File: config.mk
export PLATFORM = sky130hd
export DESIGN_NAME = usb_txn_ctrl_flat
export DESIGN_NICKNAME = d
export VERILOG_FILES = /design/src/rtl/usb_txn_ctrl_if.sv /design/src/rtl/usb_txn_ctrl.sv /design/src/flat_wrapper.sv
export SDC_FILE = /design/constraint.sdc
export NUM_CORES = 1
export LEC_CHECK = 0
export CAP_MARGIN = 20
export CORE_AREA = 2 2 153 267
export DETAILED_ROUTE_END_ITERATION = 16
export DIE_AREA = 0 0 155 269
export HOLD_SLACK_MARGIN = 0.12
export PLACE_DENSITY_LB_ADDON = 0.3
export SYNTH_ARGS = -nofsm -noshare
export SYNTH_HDL_FRONTEND = slang
export SYNTH_SLANG_ARGS = --single-unit
File: constraint.sdc
create_clock -name clk -period 13 [get_ports clk]
set_input_delay 2.6 -clock clk [delete_from_list [all_inputs] [get_ports clk]]
set_output_delay 2.6 -clock clk [all_outputs]
set_load 0.005 [all_outputs]
File: src/rtl/usb_txn_ctrl_if.sv
// Request, completion, encoder and decoder signals of the USB transaction
// sequencer, bundled so the host side (master) and the sequencer (slave)
// can be wired with a single port.
`timescale 1ns/1ps
interface usb_txn_ctrl_if;
  // upstream request
  logic        req_valid;
  logic        req_ready;
  logic        req_is_in;
  logic [6:0]  req_addr;
  logic [3:0]  req_endp;
  logic [63:0] req_data;
  // upstream completion
  logic        done;
  logic        done_ok;
  logic [63:0] done_data;
  // bit-serial encoder handshake
  logic [98:0] enc_pkt;
  logic        enc_avail;
  logic        enc_ready_in;
  // receive decoder
  logic        rx_valid;
  logic [3:0]  rx_pid;
  logic [63:0] rx_data;
  logic        rx_crc_ok;

  modport master (
    output req_valid, req_is_in, req_addr, req_endp, req_data,
    output enc_ready_in, rx_valid, rx_pid, rx_data, rx_crc_ok,
    input  req_ready, done, done_ok, done_data, enc_pkt, enc_avail
  );

  modport slave (
    input  req_valid, req_is_in, req_addr, req_endp, req_data,
    input  enc_ready_in, rx_valid, rx_pid, rx_data, rx_crc_ok,
    output req_ready, done, done_ok, done_data, enc_pkt, enc_avail
  );
endinterface

File: src/rtl/usb_txn_ctrl.sv
// Host-side USB transaction sequencer. Accepts one OUT/IN request at a time,
// builds token / DATA0 / ACK packet images for the bit-serial encoder,
// waits for the device response with a timeout and retries failed attempts
// up to MAX_TRY before pulsing done.
`timescale 1ns/1ps
module usb_txn_ctrl #(
  parameter int unsigned TIMEOUT = 255,
  parameter int unsigned MAX_TRY = 8
) (
  input logic           clk,
  input logic           rst,
  usb_txn_ctrl_if.slave bus
);

  localparam logic [3:0] PID_OUT   = 4'b0001;
  localparam logic [3:0] PID_IN    = 4'b1001;
  localparam logic [3:0] PID_DATA0 = 4'b0011;
  localparam logic [3:0] PID_ACK   = 4'b0010;
  localparam logic [9:0] TMO_LIM   = 10'(TIMEOUT);
  localparam logic [3:0] TRY_LIM   = 4'(MAX_TRY);

  typedef enum logic [3:0] {
    S_IDLE,
    S_SEND_TOK,
    S_WAIT_TOK,
    S_SEND_DAT,
    S_WAIT_DAT,
    S_RX_HS,
    S_RX_DATA,
    S_SEND_ACK,
    S_WAIT_ACK,
    S_RETRY,
    S_DONE
  } state_t;

  state_t      state;
  state_t      state_n;

  logic        is_in_q;
  logic [6:0]  addr_q;
  logic [3:0]  endp_q;
  logic [63:0] data_q;
  logic [63:0] rx_data_q;
  logic [3:0]  try_q;
  logic [9:0]  tmo_q;
  logic        left_q;
  logic [98:0] pkt_q;
  logic [98:0] pkt_n;
  logic        done_q;
  logic        done_ok_q;
  logic [63:0] done_data_q;

  logic        accept;
  logic        in_send;
  logic        in_wait;
  logic        in_rx;
  logic        wait_exit;
  logic        tmo_hit;
  logic        rx_is_ack;
  logic        rx_is_good_data;
  logic        capture;
  logic        finish_ok;

  // Sync byte plus bit-reversed PID and its complement; all other bits zero.
  function automatic logic [98:0] pkt_hdr(input logic [3:0] pid);
    logic [98:0] p;
    p = '0;
    p[98:91] = 8'b0000_0001;
    for (int unsigned i = 0; i < 4; i++) begin
      p[90 - i] = pid[i];
    end
    p[86:83] = ~p[90:87];
    return p;
  endfunction

  function automatic logic [98:0] tok_pkt(input logic [3:0] pid,
                                          input logic [6:0] addr,
                                          input logic [3:0] endp);
    logic [98:0] p;
    p = pkt_hdr(pid);
    for (int unsigned i = 0; i < 7; i++) begin
      p[82 - i] = addr[i];
    end
    for (int unsigned i = 0; i < 4; i++) begin
      p[75 - i] = endp[i];
    end
    return p;
  endfunction

  // CRC16 field [18:3] stays zero; the encoder inserts it.
  function automatic logic [98:0] dat_pkt(input logic [63:0] data);
    logic [98:0] p;
    p = pkt_hdr(PID_DATA0);
    for (int unsigned i = 0; i < 64; i++) begin
      p[82 - i] = data[i];
    end
    return p;
  endfunction

  assign accept          = (state == S_IDLE) && bus.req_valid;
  assign in_send         = state inside {S_SEND_TOK, S_SEND_DAT, S_SEND_ACK};
  assign in_wait         = state inside {S_WAIT_TOK, S_WAIT_DAT, S_WAIT_ACK};
  assign in_rx           = state inside {S_RX_HS, S_RX_DATA};
  assign wait_exit       = left_q && bus.enc_ready_in;
  assign tmo_hit         = (tmo_q == TMO_LIM);
  assign rx_is_ack       = (bus.rx_pid == PID_ACK);
  assign rx_is_good_data = (bus.rx_pid == PID_DATA0) && bus.rx_crc_ok;

  // Next-state, packet image selection and completion status.
  always_comb begin
    state_n   = state;
    pkt_n     = pkt_q;
    capture   = 1'b0;
    finish_ok = 1'b0;
    case (state)
      S_IDLE: begin
        if (accept) begin
          state_n = S_SEND_TOK;
          pkt_n   = tok_pkt(bus.req_is_in ? PID_IN : PID_OUT,
                            bus.req_addr, bus.req_endp);
        end
      end
      S_SEND_TOK: if (bus.enc_ready_in) state_n = S_WAIT_TOK;
      S_WAIT_TOK: begin
        if (wait_exit) begin
          if (is_in_q) begin
            state_n = S_RX_DATA;
          end else begin
            state_n = S_SEND_DAT;
            pkt_n   = dat_pkt(data_q);
          end
        end
      end
      S_SEND_DAT: if (bus.enc_ready_in) state_n = S_WAIT_DAT;
      S_WAIT_DAT: if (wait_exit) state_n = S_RX_HS;
      // rx_valid is tested before the timeout so a response on the expiry
      // cycle still counts.
      S_RX_HS: begin
        if (bus.rx_valid) begin
          if (rx_is_ack) begin
            state_n   = S_DONE;
            finish_ok = 1'b1;
          end else begin
            state_n = S_RETRY;
          end
        end else if (tmo_hit) begin
          state_n = S_RETRY;
        end
      end
      S_RX_DATA: begin
        if (bus.rx_valid) begin
          if (rx_is_good_data) begin
            state_n = S_SEND_ACK;
            capture = 1'b1;
            pkt_n   = pkt_hdr(PID_ACK);
          end else begin
            state_n = S_RETRY;
          end
        end else if (tmo_hit) begin
          state_n = S_RETRY;
        end
      end
      S_SEND_ACK: if (bus.enc_ready_in) state_n = S_WAIT_ACK;
      S_WAIT_ACK: begin
        if (wait_exit) begin
          state_n   = S_DONE;
          finish_ok = 1'b1;
        end
      end
      S_RETRY: begin
        if (try_q == TRY_LIM) begin
          state_n = S_DONE;
        end else begin
          state_n = S_SEND_TOK;
          pkt_n   = tok_pkt(is_in_q ? PID_IN : PID_OUT, addr_q, endp_q);
        end
      end
      S_DONE:  state_n = S_IDLE;
      default: state_n = S_IDLE;
    endcase
  end

  // State register.
  always_ff @(posedge clk or posedge rst) begin
    if (rst) begin
      state <= S_IDLE;
    end else begin
      state <= state_n;
    end
  end

  // Request latches, try/timeout counters, encoder-left flag and packet image.
  always_ff @(posedge clk or posedge rst) begin
    if (rst) begin
      is_in_q   <= 1'b0;
      addr_q    <= '0;
      endp_q    <= '0;
      data_q    <= '0;
      rx_data_q <= '0;
      try_q     <= '0;
      tmo_q     <= '0;
      left_q    <= 1'b0;
      pkt_q     <= '0;
    end else begin
      pkt_q <= pkt_n;
      if (accept) begin
        is_in_q <= bus.req_is_in;
        addr_q  <= bus.req_addr;
        endp_q  <= bus.req_endp;
        data_q  <= bus.req_data;
        try_q   <= 4'd1;
      end else if ((state == S_RETRY) && (state_n == S_SEND_TOK)) begin
        try_q <= try_q + 4'd1;
      end
      // Held at zero outside the receive states, so it is zero on entry.
      tmo_q  <= in_rx ? tmo_q + 10'd1 : '0;
      // Cleared while offering a packet; set once the encoder goes busy.
      left_q <= in_wait ? (left_q | ~bus.enc_ready_in) : 1'b0;
      if (capture) begin
        rx_data_q <= bus.rx_data;
      end
    end
  end

  // Registered completion outputs, valid only in the DONE cycle.
  always_ff @(posedge clk or posedge rst) begin
    if (rst) begin
      done_q      <= 1'b0;
      done_ok_q   <= 1'b0;
      done_data_q <= '0;
    end else begin
      done_q      <= (state_n == S_DONE);
      done_ok_q   <= (state_n == S_DONE) && finish_ok;
      done_data_q <= ((state_n == S_DONE) && finish_ok && is_in_q) ? rx_data_q : '0;
    end
  end

  assign bus.req_ready = (state == S_IDLE);
  assign bus.enc_avail = in_send;
  assign bus.enc_pkt   = pkt_q;
  assign bus.done      = done_q;
  assign bus.done_ok   = done_ok_q;
  assign bus.done_data = done_data_q;

endmodule

File: src/flat_wrapper.sv
// flat-port wrapper written by rule: the top's interface ports become plain ports
module usb_txn_ctrl_flat 
#(
  parameter int unsigned TIMEOUT = 255,
  parameter int unsigned MAX_TRY = 8
)
  (clk, rst, bus_req_valid, bus_req_is_in, bus_req_addr, bus_req_endp, bus_req_data, bus_enc_ready_in, bus_rx_valid, bus_rx_pid, bus_rx_data, bus_rx_crc_ok, bus_req_ready, bus_done, bus_done_ok, bus_done_data, bus_enc_pkt, bus_enc_avail);
  usb_txn_ctrl_if bus_i ();
  input logic clk;
  input logic rst;
  input wire logic [$bits(bus_i.req_valid)-1:0] bus_req_valid;
  input wire logic [$bits(bus_i.req_is_in)-1:0] bus_req_is_in;
  input wire logic [$bits(bus_i.req_addr)-1:0] bus_req_addr;
  input wire logic [$bits(bus_i.req_endp)-1:0] bus_req_endp;
  input wire logic [$bits(bus_i.req_data)-1:0] bus_req_data;
  input wire logic [$bits(bus_i.enc_ready_in)-1:0] bus_enc_ready_in;
  input wire logic [$bits(bus_i.rx_valid)-1:0] bus_rx_valid;
  input wire logic [$bits(bus_i.rx_pid)-1:0] bus_rx_pid;
  input wire logic [$bits(bus_i.rx_data)-1:0] bus_rx_data;
  input wire logic [$bits(bus_i.rx_crc_ok)-1:0] bus_rx_crc_ok;
  output wire logic [$bits(bus_i.req_ready)-1:0] bus_req_ready;
  output wire logic [$bits(bus_i.done)-1:0] bus_done;
  output wire logic [$bits(bus_i.done_ok)-1:0] bus_done_ok;
  output wire logic [$bits(bus_i.done_data)-1:0] bus_done_data;
  output wire logic [$bits(bus_i.enc_pkt)-1:0] bus_enc_pkt;
  output wire logic [$bits(bus_i.enc_avail)-1:0] bus_enc_avail;
  assign bus_i.req_valid = bus_req_valid;
  assign bus_i.req_is_in = bus_req_is_in;
  assign bus_i.req_addr = bus_req_addr;
  assign bus_i.req_endp = bus_req_endp;
  assign bus_i.req_data = bus_req_data;
  assign bus_i.enc_ready_in = bus_enc_ready_in;
  assign bus_i.rx_valid = bus_rx_valid;
  assign bus_i.rx_pid = bus_rx_pid;
  assign bus_i.rx_data = bus_rx_data;
  assign bus_i.rx_crc_ok = bus_rx_crc_ok;
  assign bus_req_ready = bus_i.req_ready;
  assign bus_done = bus_i.done;
  assign bus_done_ok = bus_i.done_ok;
  assign bus_done_data = bus_i.done_data;
  assign bus_enc_pkt = bus_i.enc_pkt;
  assign bus_enc_avail = bus_i.enc_avail;
  usb_txn_ctrl #(.TIMEOUT(TIMEOUT), .MAX_TRY(MAX_TRY)) u_core (.clk(clk), .rst(rst), .bus(bus_i));
endmodule
**After elaboration in Yosys (flattened, before gate mapping)**

Cells that the tools add are included.

- Input bits: 150
- Register bits: 324

- Bitwise gates (word level): 4
- Eq/ne operators: 21
- Add/subtract/negate cells: 2
- Mux-type cells: 36
- Reduce and logical (&&, ||, !) cells: 13

Operators with widths:

| operator | number |
|---|---|
| 2-to-1 mux 99 bit | 6 |
| one-hot mux 99 bit (4 select lines) | 1 |
| 2-to-1 mux 4 bit | 16 |
| 2-to-1 mux 64 bit | 1 |
| one-hot mux 4 bit (10 select lines) | 1 |
| equality test 4 x 2 -> 1 bit, second input constant | 4 |
| equality test 4 x 3 -> 1 bit, second input constant | 4 |
| equality test 4 bit, second input constant | 4 |
| adder 10 x 1 -> 10 bit, second input constant | 1 |
| equality test 10 x 8 -> 1 bit, second input constant | 1 |
| 2-to-1 mux 10 bit | 1 |
| equality test 4 x 1 -> 1 bit, second input constant | 2 |
| NOT 4 bit | 2 |
| 2-to-1 mux 1 bit | 7 |
| AND reduction 7 bit | 1 |
| logical AND 1 bit | 6 |
| inequality test 2 x 1 -> 1 bit, second input constant | 3 |
| inequality test 2 bit, second input constant | 3 |
| nonzero test 3 bit | 2 |
| adder 4 x 1 -> 4 bit, second input constant | 1 |
| zero test 4 bit | 1 |
| nonzero test 2 bit | 2 |
| nonzero test 4 bit | 1 |
| 2-to-1 mux 3 bit | 1 |
| other kinds (4) | 4 |

**Longest topological paths before layout**

Gate-level depths: netlist of run 1.

- Word-level depth: 9
- Gate-level depth with buffers: 10
- Depth with buffers taken out: 7

**Least setup slack after synthesis of run 1**

No wires, ideal clock.

- Path type: input-to-reg
- Start: input port bus_rx_pid[2]
- End: register u_core.rx_data_q[10]
- Setup time: 0.125 ns
- Cell stages on the path: 6
- Path buffers: 2
- Setup slack: 8.875 ns
- Arrival time: 4.000 ns
- Cell sequence: nand4bb_1 > or2_2 > nor3_1 > buf_2 > buf_4 > mux2_2

- Longest elaborated chain between the ends: 5

RTL lines:

| what | line | source |
|---|---|---|
| start: declaration | flat_wrapper.sv:18 | `input wire logic [$bits(bus_i.rx_pid)-1:0] bus_rx_pid;` |
| equality test 4 x 2 -> 1 bit | usb_txn_ctrl.sv:107 | `assign rx_is_good_data = (bus.rx_pid == PID_DATA0) && bus.rx_crc_ok;` |
| logical AND 1 bit | usb_txn_ctrl.sv:107 |  |
| 2-to-1 mux 1 bit | usb_txn_ctrl.sv:152 | `if (rx_is_good_data) begin` |
| 2-to-1 mux 1 bit | usb_txn_ctrl.sv:151 | `if (bus.rx_valid) begin` |
| 2-to-1 mux 1 bit | usb_txn_ctrl.sv:115 | `case (state)` |
| end signal: assignment | usb_txn_ctrl.sv:220 | `rx_data_q <= bus.rx_data;` |
| end: declaration | usb_txn_ctrl.sv:43 | `logic [63:0] rx_data_q;` |

Every way passes these cells.
A chain may end at the register's enable or synchronous reset.

**Worst setup path after layout of run 1**

- Start: register u_core.state[1]
- End: output port bus_req_ready

- Longest elaborated chain between the ends: 1

RTL lines:

| what | line | source |
|---|---|---|
| start: declaration | usb_txn_ctrl.sv:36 | `state_t state;` |
| start signal: assignment | usb_txn_ctrl.sv:188 | `state <= state_n;` |
| zero test 4 bit | usb_txn_ctrl.sv:238 | `assign bus.req_ready = (state == S_IDLE);` |
| end: declaration | flat_wrapper.sv:21 | `output wire logic [$bits(bus_i.req_ready)-1:0] bus_req_ready;` |

Every way passes these cells.

==> flow_metrics.py, run 1 <==
metrics = {
    "status": {
        "status": "finished, final reports clean",
    },
    "sta": {
        "worst_hold_slack_ns": 0.461,
        "finalMaxSlewViolations": 0,
        "period_needed_ns": 5.09,
        "worstMarginPinSlew_ns": 0.984,
        "setup_violations": 0,
        "grt_setup_unrepaired": "no",
        "max_freq_ghz": 0.196,
        "fin_crit_sh": 0.392,
        "timing.setup.tns_ns": 0,
        "fin_worst_skew_ns": 0.0112,
        "fin_ws_ns": 7.91,
        "hold_viol": 0,
        "max_slew_margin": 0.344,
    },
    "die": {
        "core_um2": 39700,
        "die_area_um2": 41700,
        "num_rows": 97,
        "io_pins": 317,
        "start_util": 0.295,
        "die_w_um": 155,
        "die_h_um": 269,
    },
    "clocking": {
        "clock_path_buffers": 3,
        "cts_tree": "yes",
        "numCtsBuffers": 29,
        "cts-htree-levels": 1,
        "cts_root_buffer": "clkbuf_16",
        "cts_setup_buffers": 0,
        "ctsHoldBuffers": 0,
        "clk_pin_slew_ns": 0.07,
        "cts-resized-gates": 0,
        "clock-sinks": 296,
        "clk_latency_ns": 0.55,
    },
    "placement": {
        "dp_cells": 1813,
        "dpl.hpwl_mm": 21.4,
        "place.gp.congestion": 0.754,
        "place_ws_ns": 7.43,
        "numPortBuffers": 289,
    },
    "pwr": {
        "power.total_mw": 3.11,
        "ir_drop_mv": 0.108,
        "p_leak_nw": 7.79,
        "powerDensity_nw_per_um2": 197,
    },
    "cells_and_area": {
        "register_area_um2": 7410,
        "area_delta_synth_final_pct": 34.7,
        "stdcell_count": 1862,
        "fillers": 3886,
        "layout-drive-gt1-share": 0.0959,
        "finalNetCount": 1502,
        "multi_input_area_um2": 3800,
    },
    "flow_run": {
        "drv_cap": 0,
    },
    "detailed_routing": {
        "avgRoutedWirePerCell_um": 16.9,
        "drt-pass1-iter-count": 5,
        "num_vias": 8563,
        "drc": 0,
        "antenna_left": 0,
        "drt_wl_total_mm": 31.5,
        "drt-initial-drc-count": 406,
        "avgViaCountPerCell": 4.60,
    },
    "synthesis": {
        "synth_compound_area_frac": 0.0382,
        "synth_top_family_by_area": "simple AND/OR/NAND/NOR gates",
        "yosysUniqueCellTypes": 51,
        "synth-async-reset-ratio": 1.00,
        "synth_flop_cell": "dfrtp_1",
        "yosys_warnings": 0,
        "synthSimpleGateAreaFrac": 0.204,
        "syn_inst": 1089,
        "ys_ff_latch": 296,
        "synth-xor-area-share": 0.00674,
        "synthMuxAreaShare": 0.0625,
        "synthAdderAreaFrac": 0.00321,
        "yosysSeqAreaShare": 0.633,
        "synthesis.area_um2": 11700,
        "synth-edff-count": 0,
        "avgSynthCellArea_um2": 10.7,
    },
    "worst_hold_path": {
        "hold_path_class": "flop to flop",
        "hold_path_depth": 1,
    },
    "critical_path": {
        "cp_max_fo": 23,
        "startpoint_type": "flop",
        "worstSetupEndpointType": "output pin",
        "arrival_ns": 2.49,
        "worstPathRequired_ns": 10.40,
        "criticalPathCategory": "flop to output pin",
        "rr_worst_depth": 7,
    },
    "global_routing": {
        "grt.total_usage": 0.148,
        "antenna_found_initial": 1,
        "grt_pass1_wl_mm": 48.9,
        "overflow": 0,
        "grt_max_degree": 98,
        "grt_pass1_vias": 8905,
    },
}
==> cell type report <==
type | count | share of cell area
diodes | 1 | 0.000159
clock buffers | 43 | 0.0545
clock inverters | 5 | 0.00198
inverters | 9 | 0.00262
multi-input cells | 710 | 0.241
flip-flops and latches | 296 | 0.470
well taps | 495 | 0.0393
repair buffers | 303 | 0.190
==> layer usage <==
layer / global-route usage / wire length, um
met5: 0 / 0
met3: 0.0325 / 1940
met1: 0.162 / 11400
met2: 0.272 / 16900
met4: 0.0696 / 1360
==> synth_stat cells (all sizes together) (4+ instances only) <==
| cell type | n | share of area |
|---|---|---|
| nand2 | 360 | 0.12 |
| dfrtp | 296 | 0.63 |
| buf | 75 | 0.041 |
| and3 | 64 | 0.034 |
| mux2 | 64 | 0.062 |
| nand3 | 56 | 0.024 |
| clkbuf | 25 | 0.0086 |
| nor2 | 22 | 0.0071 |
| o21ai | 21 | 0.0090 |
| a21oi | 12 | 0.0051 |
| a222oi | 11 | 0.0094 |
| inv | 9 | 0.0029 |
| nor2b | 7 | 0.0037 |
| nor3 | 6 | 0.0026 |
| xor2 | 6 | 0.0045 |
| nand2b | 5 | 0.0027 |
| nand4 | 4 | 0.0021 |
==> worst max-delay path, stage by stage (launching register included) <==
cell and delay (ns):
dfrtp_1 0.66, nor4_1 0.61, clkdlybuf4s50_1 0.66
==> sequential cells by signal, summed over array words and instances (netlist names) <==
| name | flops |
|---|---|
| u_core.rx_data_q | 64 |
| u_core.endp_q | 4 |
| u_core.data_q | 64 |
| u_core.is_in_q | 1 |
| u_core.bus.done_data | 64 |
| u_core.try_q | 4 |
| u_core.bus.done | 1 |
| u_core.bus.done_ok | 1 |
| u_core.tmo_q | 10 |
| u_core.addr_q | 7 |
| u_core.bus.enc_pkt | 71 |
| u_core.state | 4 |
| u_core.left_q | 1 |
==> stage by stage <==
stage / utilization / area (um2)
floorplan: - / 11800
global placement: 0.375 / 14900
detailed placement: 0.375 / 14900
CTS: 0.397 / 15800
global route: 0.397 / 15800
finish: 0.397 / 15800
==> layout by cell type (no fill, tap or decap), types with 3 or more instances in the layout <==
| master | n |
|---|---|
| clkinv_2 | 3 |
| nor2_1 | 22 |
| nand4_1 | 4 |
| nand3_1 | 56 |
| a21oi_1 | 11 |
| nor4_1 | 3 |
| clkdlybuf4s50_1 | 289 |
| nor3_1 | 5 |
| ha_1 | 3 |
| clkbuf_8 | 8 |
| o21ai_0 | 15 |
| buf_4 | 14 |
| clkbuf_16 | 29 |
| o21ai_1 | 6 |
| a222oi_1 | 11 |
| inv_1 | 8 |
| or3_1 | 3 |
| dfrtp_1 | 295 |
| clkbuf_1 | 6 |
| xnor2_1 | 3 |
| conb_1 | 27 |
| nand2b_1 | 5 |
| a211oi_1 | 3 |
| mux2_2 | 64 |
| xor2_1 | 6 |
| nor2b_1 | 7 |
| nand2_1 | 359 |
| and3_1 | 64 |
==> power by group <==
| part | switching [mW] | internal [mW] |
|---|---|---|
| logic | 0.557 | 0.416 |
| clock network | 0.345 | 0.452 |
| registers | 0.169 | 1.17 |
==> final timing paths <==
check                                     start                 endpoint  slack, ns
worst max register to register  u_core.state[1]   u_core.bus.enc_pkt[87]       9.36
max in group asynchronous                   rst   u_core.bus.enc_pkt[39]       8.19
min in group asynchronous                   rst  u_core.bus.done_data[5]       2.55
worst min register to register  u_core.tmo_q[0]          u_core.tmo_q[0]       0.46
worst max-delay path            u_core.state[1]            bus_req_ready       7.91
worst min-delay path            u_core.tmo_q[0]          u_core.tmo_q[0]       0.46
==> kinds of logic after synthesis <==
kind of cell             count (synthesis)
AND/OR/NAND/NOR                        542
flip-flops                             296
other                                    1
AO/OA/AOI/OAI                           64
multiplexers                            65
buffers and inverters                  109
XOR/XNOR                                 9
adder cells (fa/ha/maj)                  3
Power figures use the tool's default switching activity.
==> run 2, diff against run 1 <==
clock period = 4.2 ns   (was 13 ns; I/O delays follow)
==> run 2 against run 1 <==
Hold slack better by 0.0014 ns. Wire length hardly changed. Utilization is 0.54 points higher. Critical path depth stayed put. Largest cell class unchanged. Clock power grew to 3.4 times the previous value. Sequential power grew to 3.1 times the previous value. Via count is 0.14% higher. Clock skew hardly changed. Global-route usage is 0.072 points higher. Sequential share of layout area is 0.63 points lower. Critical path type unchanged.
==> flow_metrics.py, run 2 (synthesized netlist as in run 1, its figures left out) <==
metrics = {
    "status": {
        "status": "finished, final reports clean",
    },
    "critical_path": {
        "crit_path_start": "u_core.state[0]",
        "crit_family": "buffers and inverters",
        "crit_path_max_incr_delay_ns": 0.66,
        "worstPathRequired_ns": 3.36,
        "cp_cell_sequence": "nor4_1 > clkdlybuf4s50_1",
        "arrival_ns": 2.39,
        "criticalPathCategory": "flop to output pin",
        "reg2reg_from": "u_core.state[0]",
        "crit_buf_inv": 1,
        "rrSetupSlack_ns": 1.02,
        "r2r-end": "u_core.bus.enc_pkt[86]",
        "startpoint_type": "flop",
        "cp_max_fo": 18,
        "slowest_stage": "clkdlybuf4s50_1",
        "worstSetupEndpointType": "output pin",
        "rr_worst_depth": 6,
    },
    "worst_hold_path": {
        "hold_end": "u_core.bus.enc_pkt[42]",
        "min_from": "u_core.bus.enc_pkt[42]",
        "hold_path_class": "flop to flop",
        "hold_path_depth": 2,
    },
    "detailed_routing": {
        "drt-pass1-iter-count": 5,
        "drc": 0,
        "avgViaCountPerCell": 4.59,
        "drt_wl_total_mm": 31.5,
        "antenna_left": 0,
        "avgRoutedWirePerCell_um": 16.9,
        "drt-initial-drc-count": 330,
        "num_vias": 8575,
    },
    "global_routing": {
        "grt_pass1_vias": 9024,
        "overflow": 0,
        "antenna_found_initial": 2,
        "grt_max_degree": 122,
        "grt_pass1_wl_mm": 49.1,
        "grt.total_usage": 0.149,
    },
    "pwr": {
        "p_sw_frac": 0.336,
        "power.total_mw": 9.95,
        "power.switching_mw": 3.34,
        "internal-power_mw": 6.61,
        "pwr-share-clk": 0.275,
        "power.share.combinational": 0.314,
        "powerDensity_nw_per_um2": 623,
        "ir_drop_mv": 0.339,
        "seqPwrFrac": 0.411,
        "p_leak_nw": 7.88,
    },
    "die": {
        "die_h_um": 269,
        "die_w_um": 155,
        "start_util": 0.295,
        "io_pins": 317,
        "core_um2": 39700,
        "num_rows": 97,
        "die_area_um2": 41700,
    },
    "cells_and_area": {
        "final_common_cell": "nand2_1",
        "fin_area_um2": 16000,
        "largest_reg_flops": 71,
        "stdcell_count": 1868,
        "area_delta_synth_final_pct": 36.6,
        "fin_util": 0.403,
        "mostFrequentLayoutCells": "nand2_1 (359), dfrtp_1 (295), clkdlybuf4s50_1 (289)",
        "finalNetCount": 1505,
        "layout-drive-gt1-share": 0.0992,
    },
    "sta": {
        "finalMaxSlewViolations": 0,
        "fin_crit_sh": 0.770,
        "hold_viol": 0,
        "fin_worst_skew_ns": 0.0113,
        "period_needed_ns": 3.23,
        "timing.setup.tns_ns": 0,
        "max_slew_margin": 0.421,
        "fin_ws_ns": 0.968,
        "grt_setup_unrepaired": "no",
        "setup_violations": 0,
        "worstMarginPinSlew_ns": 0.864,
        "worst_hold_slack_ns": 0.462,
        "max_freq_ghz": 0.309,
    },
    "clocking": {
        "clock-sinks": 296,
        "ctsHoldBuffers": 0,
        "cts_setup_buffers": 0,
        "clock_path_buffers": 3,
        "cts-resized-gates": 0,
        "clk_latency_ns": 0.56,
        "cts_tree": "yes",
        "cts_root_buffer": "clkbuf_16",
        "cts-htree-levels": 1,
        "numCtsBuffers": 30,
        "clk_pin_slew_ns": 0.07,
    },
    "placement": {
        "numPortBuffers": 289,
        "place_area_um2": 15000,
        "place.gp.congestion": 0.752,
        "dp_cells": 1815,
        "dpl.hpwl_mm": 21.4,
        "place_ws_ns": 0.834,
    },
    "flow_run": {
        "drv_cap": 0,
    },
}
[run 2: changes by cell type in the layout (fill, tap and decap cells not counted), sizes merged]
cell and change:
clkinv +3, buf +2, bufinv +4, diode +1, inv -1, clkbuf -3
[run 2: worst max-delay path by stage]
stage	to	depth (start not counted)
finish	bus_req_ready	2
global route	u_core.bus.enc_pkt[55]	6
CTS	u_core.bus.enc_pkt[86]	6
detailed placement	u_core.bus.enc_pkt[89]	6
global placement	u_core.bus.enc_pkt[87]	6
floorplan	u_core.addr_q[0]	1
[run 2: layout make-up]
cell class	instances	area [um2]
clock inverters	11	163
repair buffers	305	3100
multi-input cells	710	3800
inverters	9	37.5
well taps	495	619
clock buffers	40	840
flip-flops and latches	296	7410
diodes	2	5.00
fillers	3874	23700
[run 2: tightest hold or removal path: cells and delay by family, from the launching register on]
kind	cells	cell delay (ns)
AND/OR/NAND/NOR	2	0.10
flip-flops	1	0.34
[run 2: power by group through the flow]
stage / logic [mW] / registers (mW) / clock network [mW]
global route: 3.51 / 4.16 / 2.95
floorplan: 1.80 / 4.03 / 0
finish: 3.12 / 4.09 / 2.74
global placement: 3.17 / 4.11 / 0
CTS: 3.22 / 4.09 / 2.84
detailed placement: 3.21 / 4.14 / 0
[run 2: metal layers]
metal | GRT usage | up-vias | wire length, um
li1 | - | 4063 | -
met1 | 0.162 | 4204 | 11600
met2 | 0.278 | 254 | 17000
met3 | 0.0334 | 54 | 1960
met4 | 0.0593 | 0 | 928
met5 | 0 | - | 0
==> run 3, diff against run 2 <==
clock period = 3.35 ns   (was 4.2 ns; I/O delays follow)
==> run 3 against run 2 <==
First-iteration DRC count increased by 22%. Clock skew down 0.0044 ns. Largest cell class unchanged. Via count up 0.61%. Flip-flop and latch count unchanged. Wire length increased by 2.1%. Register-to-register slack worse by 0.22 ns. Clock power grew 19%. Sequential power rose by 25%. Critical path type unchanged. Combinational power increased by 29%.
==> flow_metrics.py, run 3 (synthesized netlist as in run 1, its figures left out) <==
metrics = {
    "cells_and_area": {
        "fin_util": 0.405,
        "finalNetCount": 1520,
        "layout-drive-gt1-share": 0.111,
        "mostFrequentLayoutCells": "nand2_1 (359), dfrtp_1 (295), clkdlybuf4s50_1 (289)",
        "area_delta_synth_final_pct": 37.5,
        "stdcell_count": 1885,
        "final_common_cell": "nand2_1",
        "largest_reg_flops": 71,
    },
    "sta": {
        "fin_crit_sh": 0.956,
        "hold_viol": 0,
        "fin_worst_skew_ns": 0.00685,
        "period_needed_ns": 3.20,
        "worstMarginPinSlew_ns": 0.786,
        "grt_setup_unrepaired": "no",
        "max_slew_margin": 0.471,
        "worst_hold_slack_ns": 0.462,
        "setup_violations": 0,
        "finalMaxSlewViolations": 0,
        "max_freq_ghz": 0.312,
    },
    "worst_hold_path": {
        "min_from": "u_core.bus.enc_pkt[34]",
        "hold_path_depth": 2,
        "hold_path_class": "flop to flop",
    },
    "clocking": {
        "cts-resized-gates": 0,
        "cts_setup_buffers": 0,
        "clock-sinks": 296,
        "clk_pin_slew_ns": 0.06,
        "ctsHoldBuffers": 0,
        "numCtsBuffers": 29,
        "clock_path_buffers": 3,
        "clk_latency_ns": 0.56,
        "cts-htree-levels": 1,
        "cts_tree": "yes",
        "cts_root_buffer": "clkbuf_16",
    },
    "global_routing": {
        "antenna_found_initial": 1,
        "grt_pass1_wl_mm": 50.2,
        "grt.total_usage": 0.152,
        "overflow": 0,
        "grt_max_degree": 97,
        "grt_pass1_vias": 9175,
    },
    "detailed_routing": {
        "drt_wl_total_mm": 32.2,
        "avgRoutedWirePerCell_um": 17.1,
        "drt-pass1-iter-count": 6,
        "avgViaCountPerCell": 4.58,
        "num_vias": 8627,
        "drc": 0,
        "antenna_left": 0,
        "drt-initial-drc-count": 404,
    },
    "die": {
        "die_area_um2": 41700,
        "die_h_um": 269,
        "die_w_um": 155,
        "num_rows": 97,
        "core_um2": 39700,
        "io_pins": 317,
        "start_util": 0.295,
    },
    "critical_path": {
        "worstPathRequired_ns": 2.68,
        "startpoint_type": "flop",
        "rr_worst_depth": 5,
        "cp_max_fo": 17,
        "criticalPathCategory": "flop to output pin",
        "arrival_ns": 2.53,
        "worstSetupEndpointType": "output pin",
        "reg2reg_from": "u_core.state[2]",
        "rrSetupSlack_ns": 0.80,
        "crit_path_start": "u_core.state[2]",
    },
    "pwr": {
        "p_leak_nw": 7.95,
        "ir_drop_mv": 0.389,
        "powerDensity_nw_per_um2": 771,
    },
    "placement": {
        "dpl.hpwl_mm": 22.3,
        "place.gp.congestion": 0.829,
        "numPortBuffers": 289,
        "dp_cells": 1831,
    },
    "status": {
        "status": "finished, final reports clean",
    },
    "flow_run": {
        "drv_cap": 0,
    },
}
## run 3: changes by cell type in the layout (fill, tap and decap cells not counted)
| cell | before | now |
|---|---|---|
| buf_4 | 9 | 22 |
| clkbuf_8 | 3 | 9 |
| clkbuf_16 | 31 | 29 |
| diode_2 | 2 | 1 |
| buf_12 | 7 | 10 |
| bufinv_16 | 4 | 1 |
| clkinvlp_4 | 1 | 2 |
| clkinv_4 | 2 | 0 |
| inv_6 | 0 | 2 |
## run 3: path summary, 6_finish.rpt
path | end
worst max-delay path | bus_req_ready
worst min-delay path | u_core.bus.enc_pkt[34]
worst max register to register | u_core.data_q[22]
worst min register to register | u_core.bus.enc_pkt[34]
max in group asynchronous | u_core.bus.enc_pkt[59]
min in group asynchronous | u_core.bus.done_data[30]
## run 3: area by class of cell
cell class | instances | area (um2)
antenna | 1 | 2.50
clock buffer | 44 | 872
clock inverter | 9 | 80.1
fill | 3878 | 23600
inverter | 9 | 37.5
multi-input combinational | 710 | 3800
sequential | 296 | 7410
tap | 495 | 619
timing repair buffer | 321 | 3260
## run 3: layer usage
| metal | GRT usage | wire [um] | up-vias |
|---|---|---|---|
| met4 | 0.0568 | 1000 | 0 |
| met5 | 0 | 0 | - |
| li1 | - | - | 4077 |
| met2 | 0.296 | 17900 | 245 |
| met3 | 0.0273 | 1580 | 49 |
| met1 | 0.161 | 11700 | 4256 |
## run 3: per-stage QoR
| step | total power [mW] | setup TNS, ns | cell area, um2 | worst slack [ns] |
|---|---|---|---|---|
| final | 12.4 | 0 | 16100 | 0.147 |
| after global routing | 13.3 | 0 | 16100 | 0.0363 |
| after CTS | 12.6 | 0 | 16100 | 0.101 |
| after detailed placement | 9.33 | 0 | 15100 | 0.514 |
| after global placement | 9.20 | 0 | 15100 | 0.520 |
| after floorplan | 7.31 | -370.33 | 11800 | -1.25 |
## run 3: power by group
part           internal (mW)  leakage [nW]  switching [mW]  total [mW]
sequential              4.54          3.95           0.586        5.12
clock                   1.87         0.472            1.38        3.25
combinational           1.77          3.52            2.26        4.02
## run 3: critical path, cell delays in order, from the launching register on
cell and delay (ns):
dfrtp_1 0.57, nor4_1 0.74, clkdlybuf4s50_1 0.67
